$ cat src/rtl/alu.sv
`default_nettype none
// ============================================================================
// Module   : alu
// Purpose  : One-cycle registered 16-bit ALU (add/sub/logic/shift/rotate/
//            branch compare); multiply/divide only when ALU_MULDIV_EN is defined.
// Revision : 1.0
// ============================================================================
module alu (
  input  logic               clk,
  input  logic               rst,
  input  logic        [3:0]  funct,
  input  logic signed [15:0] Rout1,
  input  logic signed [15:0] Rout2,
  output logic signed [15:0] R0,
  output logic signed [15:0] result,
  output logic               branch
);

  localparam logic [3:0] F_NOP0 = 4'h0;
  localparam logic [3:0] F_MUL  = 4'h1;
  localparam logic [3:0] F_DIV  = 4'h2;
  localparam logic [3:0] F_NOP3 = 4'h3;
  localparam logic [3:0] F_BEQ  = 4'h4;
  localparam logic [3:0] F_BNE  = 4'h5;
  localparam logic [3:0] F_BLT  = 4'h6;
  localparam logic [3:0] F_BGT  = 4'h7;
  localparam logic [3:0] F_ROL  = 4'h8;
  localparam logic [3:0] F_ROR  = 4'h9;
  localparam logic [3:0] F_SLL  = 4'hA;
  localparam logic [3:0] F_SRL  = 4'hB;
  localparam logic [3:0] F_OR   = 4'hC;
  localparam logic [3:0] F_AND  = 4'hD;
  localparam logic [3:0] F_SUB  = 4'hE;
  localparam logic [3:0] F_ADD  = 4'hF;

  logic [15:0] amt;
  logic [15:0] a_u;
  logic [4:0]  rot_inv;
  logic        big_shift;

  logic [15:0] next_result;
  logic [15:0] next_r0;
  logic        next_branch;

  assign amt       = $unsigned(Rout2);
  assign a_u       = $unsigned(Rout1);
  assign big_shift = |amt[15:4];
  // Complementary shift for rotates; an amount of 0 yields 16, which clears that term.
  assign rot_inv   = 5'd16 - {1'b0, amt[3:0]};

`ifdef ALU_MULDIV_EN
  logic signed [31:0] product;
  assign product = $signed({{16{Rout1[15]}}, Rout1}) * $signed({{16{Rout2[15]}}, Rout2});
`endif

  always_comb begin
    next_result = 16'h0000;
    next_r0     = 16'h0000;
    next_branch = 1'b0;
    case (funct)
      F_ADD: next_result = a_u + amt;
      F_SUB: next_result = a_u - amt;
      F_AND: next_result = a_u & amt;
      F_OR:  next_result = a_u | amt;
      F_SLL: next_result = big_shift ? 16'h0000 : (a_u << amt[3:0]);
      F_SRL: next_result = big_shift ? 16'h0000 : (a_u >> amt[3:0]);
      F_ROL: next_result = (a_u << amt[3:0]) | (a_u >> rot_inv);
      F_ROR: next_result = (a_u >> amt[3:0]) | (a_u << rot_inv);
      F_BEQ: next_branch = (Rout1 == Rout2);
      F_BNE: next_branch = (Rout1 != Rout2);
      F_BLT: next_branch = (Rout1 < Rout2);
      F_BGT: next_branch = (Rout1 > Rout2);
`ifdef ALU_MULDIV_EN
      F_MUL: begin
        next_result = product[15:0];
        next_r0     = product[31:16];
      end
      F_DIV: begin
        // Zero divisor and the single overflow case are resolved explicitly.
        if (Rout2 == 16'sd0) begin
          next_result = 16'hFFFF;
          next_r0     = a_u;
        end else if (Rout1 == -16'sd32768 && Rout2 == -16'sd1) begin
          next_result = 16'h8000;
          next_r0     = 16'h0000;
        end else begin
          next_result = $unsigned(Rout1 / Rout2);
          next_r0     = $unsigned(Rout1 % Rout2);
        end
      end
`else
      F_MUL, F_DIV: begin
        next_result = 16'h0000;
        next_r0     = 16'h0000;
      end
`endif
      F_NOP0, F_NOP3: next_result = 16'h0000;
      default:        next_result = 16'h0000;
    endcase
  end

  always_ff @(posedge clk or posedge rst) begin
    if (rst) begin
      result <= 16'sh0000;
      R0     <= 16'sh0000;
      branch <= 1'b0;
    end else begin
      result <= $signed(next_result);
      R0     <= $signed(next_r0);
      branch <= next_branch;
    end
  end

endmodule
`default_nettype wire

$ cat config.mk
export PLATFORM = sky130hd
export DESIGN_NAME = alu
export DESIGN_NICKNAME = d
export VERILOG_FILES = /design/src/rtl/alu.sv
export SDC_FILE = /design/constraint.sdc
export NUM_CORES = 1
export LEC_CHECK = 0
export BUFFER_PORTS_ARGS = -buffer_cell sky130_fd_sc_hd__clkbuf_2
export CORE_ASPECT_RATIO = 0.6
export CORE_MARGIN = 2
export CORE_UTILIZATION = 37
export CTS_CLUSTER_SIZE = 8
export DETAILED_ROUTE_END_ITERATION = 16
export SYNTH_ARGS = -nofsm -noshare
export SYNTH_HDL_FRONTEND = slang
export SYNTH_SLANG_ARGS = --single-unit
$ cat constraint.sdc
create_clock -name clk -period 0.8 [get_ports clk]
set_clock_uncertainty 0.2 [all_clocks]
set_input_delay 0.08 -clock clk [delete_from_list [all_inputs] [get_ports clk]]
set_output_delay 0.08 -clock clk [all_outputs]
set_load 0.03 [all_outputs]
==> results of run 1 <==
[final cells by class]
type	instances	area [um^2]	area share, %
multi-input cells	692	5970	56.3
clock buffers	3	75.1	0.708
flip-flops and latches	17	425	4.01
repair buffers	408	3630	34.2
clock inverters	1	5.00	0.0472
inverters	52	248	2.34
well taps	203	254	2.40
[what timing repair did]
item	CTS	global route
buffers inserted	30	27
cloned	2	0
hold endpoints to repair	17	0
endpoints found under the setup margin	34	51
pin swaps	49	66
hold buffers	1	0
resized for setup	211	148
[worst max-delay path, delay by kind of cell]
kind	cells	cell delay (ps)
buf+inv	8	970
fa+ha+maj	1	200
simple gates	2	360
compound gates	5	670
[registers in the layout (all words and copies together), names as in the netlist]
register  cells
branch        1
result       16
[cells in the mapped netlist, drive strengths merged, types with 6 or more instances]
| master | instances | area share [%] |
|---|---|---|
| mux4 | 19 | 7.3 |
| a31oi | 10 | 1.1 |
| clkbuf | 37 | 2.4 |
| a211oi | 16 | 2.0 |
| inv | 52 | 3.3 |
| nand2b | 10 | 1.1 |
| nor3 | 21 | 1.8 |
| nor2 | 93 | 6.1 |
| nand3 | 14 | 1.2 |
| o22ai | 16 | 1.7 |
| mux2 | 13 | 2.6 |
| nor4 | 11 | 1.4 |
| dfrtp | 17 | 7.2 |
| mux2i | 44 | 7.7 |
| o21ai | 83 | 7.0 |
| xnor2 | 12 | 1.8 |
| or3 | 6 | 0.72 |
| nand2 | 74 | 4.7 |
| a21oi | 64 | 5.4 |
| a221oi | 8 | 1.2 |
| nor2b | 8 | 0.85 |
| ha | 58 | 12 |
| buf | 50 | 5.3 |
| o31ai | 9 | 1.2 |
| o211ai | 7 | 0.89 |
[worst paths after layout]
kind | from | slack, ps | end | cells after the start
max | Rout2[0] | -1570 | result[14] | 16
min | funct[2] | 130 | branch | 4
max in group asynchronous | rst | 90 | result[4] | 4
min in group asynchronous | rst | 160 | result[13] | 4
[cell families (layout without fill, tap and decap cells)]
group | Yosys count | count (layout)
and+or+nand+nor | 258 | 258
other | 1 | 16
xor gates and xnor gates | 16 | 16
buffers and inverters | 139 | 464
adders and majority gates | 60 | 60
muxes | 76 | 76
DFF | 17 | 17
AOI/OAI and AO/OA | 266 | 266
[power by group through the flow]
stage / combinational [mW] / sequential, mW / clock, mW
after floorplan: 3.27 / 1.17 / 0
after global placement: 6.19 / 0.994 / 0
after detailed placement: 6.20 / 0.993 / 0
after CTS: 7.17 / 0.991 / 0.998
after global routing: 8.45 / 1.02 / 1.06
final: 8.09 / 1.02 / 0.990
[per-stage QoR]
stage / util (%) / instances / instance area, um^2 / setup TNS (ps)
after floorplan: - / 848 / 6300 / -22360
after global placement: 55.4 / 1318 / 8560 / -31970
after detailed placement: 55.4 / 1318 / 8560 / -31950
after CTS: 63.9 / 1353 / 9870 / -26900
after global routing: 68.6 / 1376 / 10600 / -29310
final: 68.6 / 1376 / 10600 / -28420
[routing by layer]
metal	vias up	global-route usage, %
met4	0	6.37
met5	-	0
met2	469	50.6
li1	3681	-
met3	34	13.4
met1	3861	51.6
==> qor.csv, run 1 <==
metric;value;unit
end_kind;flop;
slowest_delay;240;ps
p_comb_share;80.1;%
cp-start-kind;input port;
start_util;38.2;%
grt_pass1_wl;45700;um
grt_start_max_net_pins;33;
fmax;422;MHz
ys_warn_count;0;
setup_ws;-1570;ps
place_ws;-2090;ps
syn_inst;833;
cts_buffers;3;
crit_slowest_cell;a31oi_1;
synth_xor_area_share;2.37;%
synth.avg_cell_area;7.09;um^2
via_count;8045;
p_clk_share;9.8;%
ys_async_sr_fraction;100;%
drive_gt1_share;53.9;%
crit_type;in -> reg;
synth_compound_area_share;28.6;%
final_cell_mix;buf_4, nor2_1, nand2_1;
cts_buffer_depth;2;
whs;131;ps
wirelength;31700;um
wl_met2;12700;um
hold_path.class;in -> reg;
failed_checks;negative setup slack;
arrival;2290;ps
worst_pin_slew;529;ps
io_pins;71;
outcome;finished, violations left;
power.density;953;nW/um^2
slew_headroom;64.6;%
synth_edf_count;0;
ir_worst_vdd;1.43;mV
layout_commonest_cell;buf_4;
rows;35;
p_seq_share;10.1;%
slew_viol_final;0;
htreeDepth;1;
synth_area;5900;um^2
wl_met1;14300;um
synthMuxAreaShare;17.6;%
p_total;10.1;mW
dieArea;17000;um^2
p_sw;4.63;mW
ys_seq_elements;17;
hold_violations;0;
final_nets;1272;
grt_use_total;35.6;%
viasPerCell;5.85;
fp.dieW;167;um
synth_ff_type;dfrtp_1;
leakagePower;4.82;nW
clk_pin_slew_worst_paths;50;ps
drc;0;
maxCapViolCount;0;
synth_top_family_by_area;compound AO/OA/AOI/OAI gates;
port_buffers;54;
fin_crit_sh;296;%
yosysSeqAreaShare;7.21;%
yosys.area_share.simple;20.3;%
swShare;45.8;%
antenna_found_initial;1;
core;15500;um^2
postRouteAntennaNets;0;
period_needed;2370;ps
cts_tree;yes;
area_growth;79.6;%
cts_root_buffer;clkbuf_16;
grt_pass1_vias;7566;
synth_cell_types;74;
firstDrtPassIters;5;
grt_overflow_total;0;
crit_required;720;ps
wl_met3;4100;um
cts_sinks;17;
synthAdderAreaFrac;13.0;%
p_int;5.47;mW
diodes;0;
n_fill_cell;1273;
die_h;102;um
grt_setup_unrepaired;yes;
critPathMaxFanout;5;
route.detailed.wl_per_inst;23.0;um
cp_common_cell;buf_4;
finalSetupViolations;34;
drt_iter0_drc;927;
highest_layer;met4;
place.gp.congestion;1.01;
crit_chain;buf_12, buf_12, buf_12, clkinv_8, ha_4, nand2b_4, and2_4, buf_4, buf_4, a211oi_1, a31oi_1, buf_4, o221ai_1, a221oi_1, buf_4, o31ai_2;
place_hpwl;24500;um
Power figures use the tool's default switching activity.
==> run 2, diff against run 1 <==
--- a/config.mk
+++ b/config.mk
@@ -5,7 +5,7 @@
 export SDC_FILE = /design/constraint.sdc
 export NUM_CORES = 1
 export LEC_CHECK = 0
-export BUFFER_PORTS_ARGS = -buffer_cell sky130_fd_sc_hd__clkbuf_2
+export BUFFER_PORTS_ARGS = -buffer_cell sky130_fd_sc_hd__buf_2
 export CORE_ASPECT_RATIO = 0.6
 export CORE_MARGIN = 2
 export CORE_UTILIZATION = 37
==> qor.csv, run 2 (same netlist as run 1, synthesis figures left out) <==
metric;value;unit;change
cts_root_buffer;clkbuf_16;;
leakagePower;4.83;nW;+0.22%
period_needed;2350;ps;-22.6 ps
area_growth;77.4;%;
dieArea;17000;um^2;unchanged
whs;-328;ps;-459 ps
reg.largest.list;result (16), branch (1);;
layout_commonest_cell;buf_4;;
regMostFlops;result;;
multi_input_area;5870;um^2;-1.6%
grt_pass1_vias;7735;;+2.2%
place_hpwl;25200;um;+3.1%
route.detailed.wl_per_inst;22.4;um;-2.8%
maxCapViolCount;0;;unchanged
placed_cells;1364;;+3.5%
final_core_util;67.7;%;-0.85 points
cts_sinks;17;;unchanged
rows;35;;unchanged
cts_buffers;3;;unchanged
crit_required;750;ps;+30 ps
grt_pass1_wl;46300;um;+1.3%
hold_path.class;in -> async;;
wirelength;31400;um;-0.91%
port_buffers;54;;unchanged
critPathMaxFanout;6;;+1
slew_viol_final;0;;unchanged
slew_headroom;66.4;%;+1.9 points
arrival;2300;ps;about the same
postRouteAntennaNets;0;;unchanged
drc;0;;unchanged
diodes;0;;unchanged
grt_start_max_net_pins;24;;-27%
die_h;102;um;unchanged
p_clk_share;9.9;%;about the same
fin_crit_sh;293;%;-2.8 points
grt_setup_unrepaired;yes;;
instances_no_fill;1403;;+2.0%
setup_ws;-1550;ps;+22.6 ps
ir_worst_vdd;1.45;mV;+1.6%
drive_gt1_share;54.8;%;+0.95 points
start_util;38.2;%;unchanged
firstDrtPassIters;6;;+1
n_fill_cell;1306;;+2.6%
htreeDepth;1;;unchanged
place.gp.congestion;1.09;;+7.9%
fmax;426;MHz;+0.96%
outcome;finished, violations left;;
final_nets;1299;;+2.1%
grt_overflow_total;0;;unchanged
viasPerCell;5.78;;-1.2%
fp.dieW;167;um;unchanged
crit_type;in -> reg;;
finalSetupViolations;34;;unchanged
hold_violations;17;;+17
clk_pin_slew_worst_paths;50;ps;about the same
worst_pin_slew;502;ps;-27.4 ps
p_seq_share;10.0;%;about the same
end_kind;flop;;
antenna_found_initial;0;;-1
p_sw;4.59;mW;-0.85%
cts_buffer_depth;2;;unchanged
final_cell_mix;buf_4, nor2_1, nand2_1;;
p_comb_share;80.1;%;about the same
p_int;5.42;mW;-0.98%
swShare;45.9;%;about the same
ff_latch_area;425;um^2;unchanged
drt_iter0_drc;971;;+4.7%
failed_checks;negative hold slack, negative setup slack;;
cp-start-kind;input port;;
power.density;956;nW/um^2;+0.32%
largest_register_ffs;16;;unchanged
via_count;8108;;+0.78%
io_pins;71;;unchanged
place_ws;-1950;ps;+137 ps
core;15500;um^2;unchanged
cts_tree;yes;;
grt_use_total;36.0;%;+0.36 points
[run 2: cell count changes in the layout (fill, tap and decap cells not counted), sizes merged]
| cell | previous run | this run |
|---|---|---|
| inv | 51 | 52 |
| clkinv | 2 | 1 |
| dlygate4sd3 | 1 | 0 |
| clkbuf | 33 | 4 |
| buf | 375 | 433 |
| bufbuf | 2 | 1 |
[run 2: area by class of cell]
| class | count | share of cell area (%) |
|---|---|---|
| Multi-Input combinational cell | 692 | 56.1 |
| Timing Repair Buffer | 435 | 34.5 |
| Sequential cell | 17 | 4.06 |
| Tap cell | 203 | 2.43 |
| Inverter | 52 | 2.22 |
| Clock buffer | 3 | 0.717 |
| Clock inverter | 1 | 0.0478 |
[run 2: critical path: stages]
cell and delay, ps:
buf_2 190, inv_1 60, ha_1 300, buf_4 160, and2_1 130, o21ai_0 340, o31ai_4 180, nor4_2 210
nor4_1 120, o31a_1 320, o31ai_1 200
[run 2: layer usage]
metal / vias up / global-route usage (%) / part of all wire, %
met1: 3870 / 51.9 / 44
met2: 468 / 50.5 / 39
met4: 0 / 7.23 / 1.9
met3: 43 / 14.1 / 14
met5: - / 0 / 0
li1: 3727 / - / -
[run 2: worst max-delay path by stage]
stage / from / endpoint / slack (ps)
6_report: Rout1[8] / result[14] / -1550
4_1_cts: Rout1[0] / result[14] / -1480
2_1_floorplan: Rout2[3] / result[11] / -1570
3_3_place_gp: Rout1[0] / result[14] / -1890
3_5_place_dp: Rout1[0] / result[14] / -1950
5_1_grt: Rout1[0] / result[14] / -1640
[run 2: repair_timing]
item | CTS | global route
endpoints found under the setup margin | 34 | 34
resized for setup | 221 | 77
endpoints found under the hold margin | 17 | 17
pin swaps | 68 | 45
setup buffers | 28 | 13
gates cloned | 2 | 1
[run 2: through the flow]
step	cell area (um^2)	setup TNS, ps	power, mW
floorplan	6300	-22360	4.43
global placement	8870	-29680	7.30
detailed placement	8870	-30220	7.34
CTS	10000	-26450	9.24
global route	10500	-28750	10.4
finish	10500	-27290	10.0
[run 2: power by group through the flow]
stage	registers, mW	clock network, mW	logic, mW
final	0.999	0.993	8.01
after global routing	1.01	1.04	8.39
after CTS	0.999	0.998	7.25
after detailed placement	0.990	0	6.35
after global placement	0.987	0	6.31
after floorplan	1.17	0	3.27
